File: src/rtl/usr_pkg.sv
// Shared types for the universal shift register: operating modes and mode helpers.
package usr_pkg;

  typedef enum logic [1:0] {
    MODE_HOLD = 2'b00,
    MODE_SHL  = 2'b01,
    MODE_SHR  = 2'b10,
    MODE_LOAD = 2'b11
  } usr_mode_t;

  function automatic logic is_shift(input usr_mode_t m);
    return (m == MODE_SHL) || (m == MODE_SHR);
  endfunction

endpackage

File: src/rtl/sat_counter.sv
// Saturating up-counter with a registered at-max flag; counts shifts since the last load/clear/reset.
module sat_counter #(
  parameter int unsigned MAX   = 8,
  parameter int unsigned CNT_W = $clog2(MAX + 1)
) (
  input  logic             clk,
  input  logic             rst,
  input  logic             clr,
  input  logic             inc,
  output logic [CNT_W-1:0] count,
  output logic             at_max
);

  localparam logic [CNT_W-1:0] MAX_V = CNT_W'(MAX);

  logic [CNT_W-1:0] cnt_nxt;

  // Sticks at MAX rather than wrapping.
  always_comb begin
    cnt_nxt = count;
    if (count != MAX_V) cnt_nxt = count + CNT_W'(1);
  end

  always_ff @(posedge clk) begin
    if (rst) begin
      count  <= '0;
      at_max <= 1'b0;
    end else if (clr) begin
      count  <= '0;
      at_max <= 1'b0;
    end else if (inc) begin
      count  <= cnt_nxt;
      at_max <= (cnt_nxt == MAX_V);
    end
  end

endmodule

File: src/rtl/universal_shift_reg.sv
// WIDTH-bit register with hold / shift-left / shift-right / parallel-load modes,
// synchronous clear, clock enable and a saturating shift counter with done flag.
module universal_shift_reg
  import usr_pkg::*;
#(
  parameter int unsigned          WIDTH     = 8,
  parameter logic [WIDTH-1:0]     RESET_VAL = '0,
  parameter int unsigned          CNT_W     = $clog2(WIDTH + 1)
) (
  input  logic             clk,
  input  logic             rst,
  input  logic             clr,
  input  logic             en,
  input  logic [1:0]       mode,
  input  logic             sin_l,
  input  logic             sin_r,
  input  logic [WIDTH-1:0] d,
  output logic [WIDTH-1:0] q,
  output logic             sout,
  output logic [CNT_W-1:0] count,
  output logic             done
);

  usr_mode_t        m;
  logic [WIDTH-1:0] q_nxt;
  logic             cnt_inc;
  logic             cnt_clr;

  assign m = usr_mode_t'(mode);

  // Next-q mux; only consulted when en is high.
  always_comb begin
    q_nxt = q;
    unique case (m)
      MODE_HOLD: q_nxt = q;
      MODE_SHL:  q_nxt = {q[WIDTH-2:0], sin_l};
      MODE_SHR:  q_nxt = {sin_r, q[WIDTH-1:1]};
      MODE_LOAD: q_nxt = d;
      default:   q_nxt = q;
    endcase
  end

  always_ff @(posedge clk) begin
    if (rst)      q <= RESET_VAL;
    else if (clr) q <= '0;
    else if (en)  q <= q_nxt;
  end

  // A load restarts the shift count just like a clear does.
  assign cnt_inc = en & is_shift(m);
  assign cnt_clr = clr | (en & (m == MODE_LOAD));

  sat_counter #(
    .MAX   (WIDTH),
    .CNT_W (CNT_W)
  ) u_cnt (
    .clk    (clk),
    .rst    (rst),
    .clr    (cnt_clr),
    .inc    (cnt_inc),
    .count  (count),
    .at_max (done)
  );

  assign sout = (m == MODE_SHL) ? q[WIDTH-1] : q[0];

endmodule
File: config.mk
export PLATFORM = sky130hd
export DESIGN_NAME = universal_shift_reg
export DESIGN_NICKNAME = d
export VERILOG_FILES = /design/src/rtl/usr_pkg.sv /design/src/rtl/sat_counter.sv /design/src/rtl/universal_shift_reg.sv
export SDC_FILE = /design/constraint.sdc
export NUM_CORES = 1
export LEC_CHECK = 0
export ABC_AREA = 1
export CAP_MARGIN = 20
export CELL_PAD_IN_SITES_DETAIL_PLACEMENT = 1
export CELL_PAD_IN_SITES_GLOBAL_PLACEMENT = 1
export CORE_MARGIN = 5
export CORE_UTILIZATION = 41
export CTS_CLUSTER_DIAMETER = 80
export DETAILED_ROUTE_END_ITERATION = 16
export DONT_BUFFER_PORTS = 1
export GPL_TIMING_DRIVEN = 0
export PLACE_DENSITY = 0.83
export SYNTH_ARGS = -nofsm -noshare
export SYNTH_HDL_FRONTEND = slang
export SYNTH_HIERARCHICAL = 1
export SYNTH_SLANG_ARGS = --single-unit
File: constraint.sdc
create_clock -name clk -period 1.45 [get_ports clk]
set_clock_uncertainty 0.1 [all_clocks]
set_input_delay 0.145 -clock clk [delete_from_list [all_inputs] [get_ports clk]]
set_output_delay 0.145 -clock clk [all_outputs]
set_load 0.02 [all_outputs]
# Word level (Yosys, flattened, before mapping)
# Cells that the tools add are included.
[op_classes] add_sub_neg=1 eq_ne=5 mux=3 bitwise_logic=4 reduce_logical=5
[op_table] cell="$pmux 8 s3" count=1
[op_table] cell="$add 4x1->4 const B" count=1
[op_table] cell="$eq 2x2->1 const B" count=2
[op_table] cell="$eq 4x4->1 const B" count=1
[op_table] cell="$mux 4" count=1
[op_table] cell="$ne 4x4->1 const B" count=1
[op_table] cell="$reduce_or 2->1" count=2
[op_table] cell="$and 1x1->1" count=2
[op_table] cell="$eq 2x1->1 const B" count=1
[op_table] cell="$logic_not 2->1" count=1
[op_table] cell="$reduce_and 2->1" count=1
[op_table] cell="$logic_or 1x1->1" count=1
[op_table] cell="$mux 1" count=1
[op_table] cell="$not 1->1" count=1
[op_table] cell="$or 1x1->1" count=1
[word_totals] register_bits=13 in_bits=16 out_inout_bits=14

# Logic depth before layout (Yosys ltp)
[depth] depth_word=4 ltp_mapped=9

# Modules after synthesis
# The synthesis kept the hierarchy.
[by_module_without_submodules] mod="universal_shift_reg" n_inst=1 cells_per_inst=93 area_per_inst_um2=608.1 seq_area_each_um2=160.2
[by_module_without_submodules] mod="sat_counter" n_inst=1 cells_per_inst=43 area_per_inst_um2=299.0 seq_area_each_um2=100.1

# Worst setup path after synthesis
# OpenSTA, ideal clock, no wires.
[synth_path] kind="flip-flop to flip-flop" from="register u_cnt.count[0]" to="register u_cnt.at_max" setup_time_ns=0.066 t_arrival_ns=1.233 required_time_ns=1.284 slack_ns=0.051 stages_incl_launch_ff=8 path_cell_list="dfxtp_1 -> inv_1 -> ha_1 -> inv_1 -> nand3_1 -> nor2_2 -> nand2_1 -> a21oi_2"
[synth_between] elab_chain_len=3 elab_cells_between_ends=4 cone_classes="add/sub: 1; eq/ne: 2; mux: 1"
[synth_lines] item="from (decl)" line_no="sat_counter.sv:10" source="output logic [CNT_W-1:0] count,"
[synth_lines] item="from (signal assigned)" line_no="sat_counter.sv:32" source="count <= cnt_nxt;"
[synth_lines] item="$add 4x1->4 / $ne 4x4->1 (equally long branches)" line_no="sat_counter.sv:21" source="if (count != MAX_V) cnt_nxt = count + CNT_W'(1);"
[synth_lines] item="$mux 4 (*)" line_no="sat_counter.sv:21"
[synth_lines] item="via u_cnt.cnt_nxt[1]" line_no="sat_counter.sv:16" source="logic [CNT_W-1:0] cnt_nxt;"
[synth_lines] item="$eq 4x4->1 (*)" line_no="sat_counter.sv:33" source="at_max <= (cnt_nxt == MAX_V);"
[synth_lines] item="to (signal assigned)" line_no="sat_counter.sv:33"
[synth_lines] item="to (decl)" line_no="sat_counter.sv:11" source="output logic at_max"
# The timed path passes the listed nets; every way through them passes the cells marked *.
# A chain may end at the register's enable or synchronous reset.

# Worst setup path in the final report
[layout_path] from="register u_cnt.count[1]" to="register u_cnt.at_max"
# The elaborated chain is that of the path after synthesis.

==> reports/results.ini <==
[status]
status = finished clean

[clocking]
root_buffer = clkbuf_4
h-tree-depth = 1
cts_made_buffers = 3
cts_max_path_buffers = 2
clock_latency_ps = 280
cts_tree = yes
cts_sinks = 13
clkSlewWorstSetupHoldPaths_ps = 80

[place]
gp_congestion = 0.8269
place_area_um2 = 942.2
io_buffers = 0
place_hpwl_um = 1895
dp_cells = 164
post-place-ws_ps = -113.1

[drt]
antenna_left = 0
vias = 864
dr_wl_met3_um = 172
drc = 0
wl_met2_um = 1267
viasPerCell = 5.082
wire_per_inst_um = 14.24
drt_pre_antenna_iters = 6
met1_length_um = 979
routed_wl_um = 2420
highest-signal-layer = met3
drt_iter0_markers = 15

[critical_path]
crit_family = flip-flops
path_buf_inv = 2
crit_path_frequent_cell = inv_1
path_cells = inv_1, ha_2, inv_1, nand3_1, nor2_2, nand2_1, a21oi_2
worstPathRequired_ps = 1570
crit_path_max_incr_delay_ps = 440
path_class = flip-flop to flip-flop
worstSetupEndpointType = flip-flop
crit_path_start_kind = flip-flop
worstPathArrival_ps = 1500
crit_path_max_fanout = 5
slowest_stage = dfxtp_2

[global_route]
grt_pass1_wl_um = 4160
grtUsageTotal = 0.1629
grt.overflow.total = 0
grt_pass1_vias = 979
grt_max_degree = 11
antenna_found_initial = 0

[synth]
synth_cells = 136
synthXorXnorAreaFrac = 0
synthAdderAreaFrac = 0.08276
synth_mux_area_frac = 0.01241
netlist_area_um2 = 907.1
ys_seq_area_frac = 0.2869
yosys_warnings = 6
synth_top_family_by_area = simple AND/OR/NAND/NOR gates
yosysUniqueCellTypes = 23
synth_simple_gate_area_frac = 0.3848
synth_nets = 158
syn_avg_cell_area_um2 = 6.670
synth_compound_area_frac = 0.1062
synth_seq_cells = 13

[cells_and_area]
mostFrequentLayoutCells = 29 x nand2_1, 21 x nor2_1, 18 x inv_1
final_common_cell = nand2_1
drive_gt1_frac = 0.2042
multi_input_area_um2 = 539.3
fillers = 310
regArea_um2 = 265.3
fin_nets = 165
fin_area_um2 = 1001
fin_util = 0.4614
antenna_cells = 0
syn2layout_area_growth_pct = 10.34
instances_no_fill = 170

[timing]
slew_headroom = 0.7705
timing.final.ws_setup_ps = 66.40
drv_slew = 0
timing.final.crit_share = 0.9542
fmax_ghz = 0.7228
setup_viol = 0
finalSetupTns_ps = 0
final_hold_viol_count = 0
hold_ws_ps = 2.759
worst_pin_slew_ps = 343.7
fin_crit_ps = 1384

[floorplanning]
pin_count = 30
die_x_um = 57.04
die_h_um = 57.04
initial_core_util = 0.4181
dieArea_um2 = 3253
coreArea_um2 = 2170
rows = 17

[pwr]
share_comb_of_total_power = 0.188
internal_power_mw = 0.5292
p_leak_nw = 0.4576
swShare = 0.3149
p_seq_frac = 0.515
p_sw_mw = 0.2433
power.total_mw = 0.7725
power.density_nw_per_um2 = 771.8
ir_drop_uv = 372.9
p_clk_frac = 0.297

[worst_hold_path]
holdCritPathClass = input port to flip-flop

[job]
cap_violations = 0

[layer usage]
layer / vias up / track usage
li1: 436 / -
met1: 407 / 0.1633
met2: 21 / 0.3100
met3: 0 / 0.05204
met4: 0 / 0.05960
met5: - / 0
[worst register-to-register path, cell delays in order (launching register included)]
cell and delay, ps:
dfxtp_2 440, inv_1 90, ha_2 270, inv_1 70, nand3_1 100, nor2_2 90, nand2_1 60, a21oi_2 110
[cells in the mapped netlist (all sizes together)]
| cell type | number | area share |
|---|---|---|
| nor2 | 28 | 0.16 |
| a211oi | 1 | 0.0083 |
| a21oi | 4 | 0.026 |
| nand3 | 13 | 0.088 |
| nand4 | 1 | 0.0069 |
| nand2 | 30 | 0.13 |
| o21bai | 2 | 0.017 |
| mux2 | 1 | 0.012 |
| dfxtp | 13 | 0.29 |
| o21ai | 8 | 0.044 |
| inv | 24 | 0.099 |
| ha | 6 | 0.083 |
| buf | 3 | 0.028 |
| or2 | 1 | 0.0069 |
| o21ba | 1 | 0.011 |
[final cells by class]
type / instances / area share
timing repair buffer: 2 / 0.02000
multi-input combinational: 96 / 0.5387
tap: 28 / 0.03500
clock buffer: 4 / 0.02625
buffer: 3 / 0.02500
sequential: 13 / 0.2650
inverter: 24 / 0.09000
[registers in the layout (all words and copies together), names as in the netlist]
signal        cells
q                 8
u_cnt/at_max      1
u_cnt/count       4
[logic make-up after synthesis]
| kind of cell | after synthesis |
|---|---|
| flip-flops | 13 |
| AO/OA/AOI/OAI | 16 |
| buffers and inverters | 27 |
| adder cells (fa/ha/maj) | 6 |
| multiplexers | 1 |
| AND/OR/NAND/NOR | 73 |
[repair_timing]
| item | CTS | global route |
|---|---|---|
| gates resized for setup | 2 | 4 |
| endpoints found under the setup margin | 2 | 1 |
| setup buffers | 0 | 0 |
| hold buffers | 2 | 0 |
| cloned | 0 | 0 |
| endpoints found under the hold margin | 8 | 0 |
[worst paths after layout]
check,depth (start not counted),slack (ps),to,from
max reg2reg,7,70,u_cnt/at_max,u_cnt/count[1]
max,7,70,u_cnt/at_max,u_cnt/count[1]
min,4,3,q[2],d[2]
min reg2reg,2,480,u_cnt/at_max,u_cnt/at_max
[power by group through the flow]
stage	clock network [mW]	registers [mW]	logic, mW
floorplan	0	0.402	0.110
global placement	0	0.406	0.130
detailed placement	0	0.407	0.136
CTS	0.236	0.399	0.146
global route	0.266	0.401	0.164
finish	0.229	0.398	0.145
(Power assumes the default switching activity.)
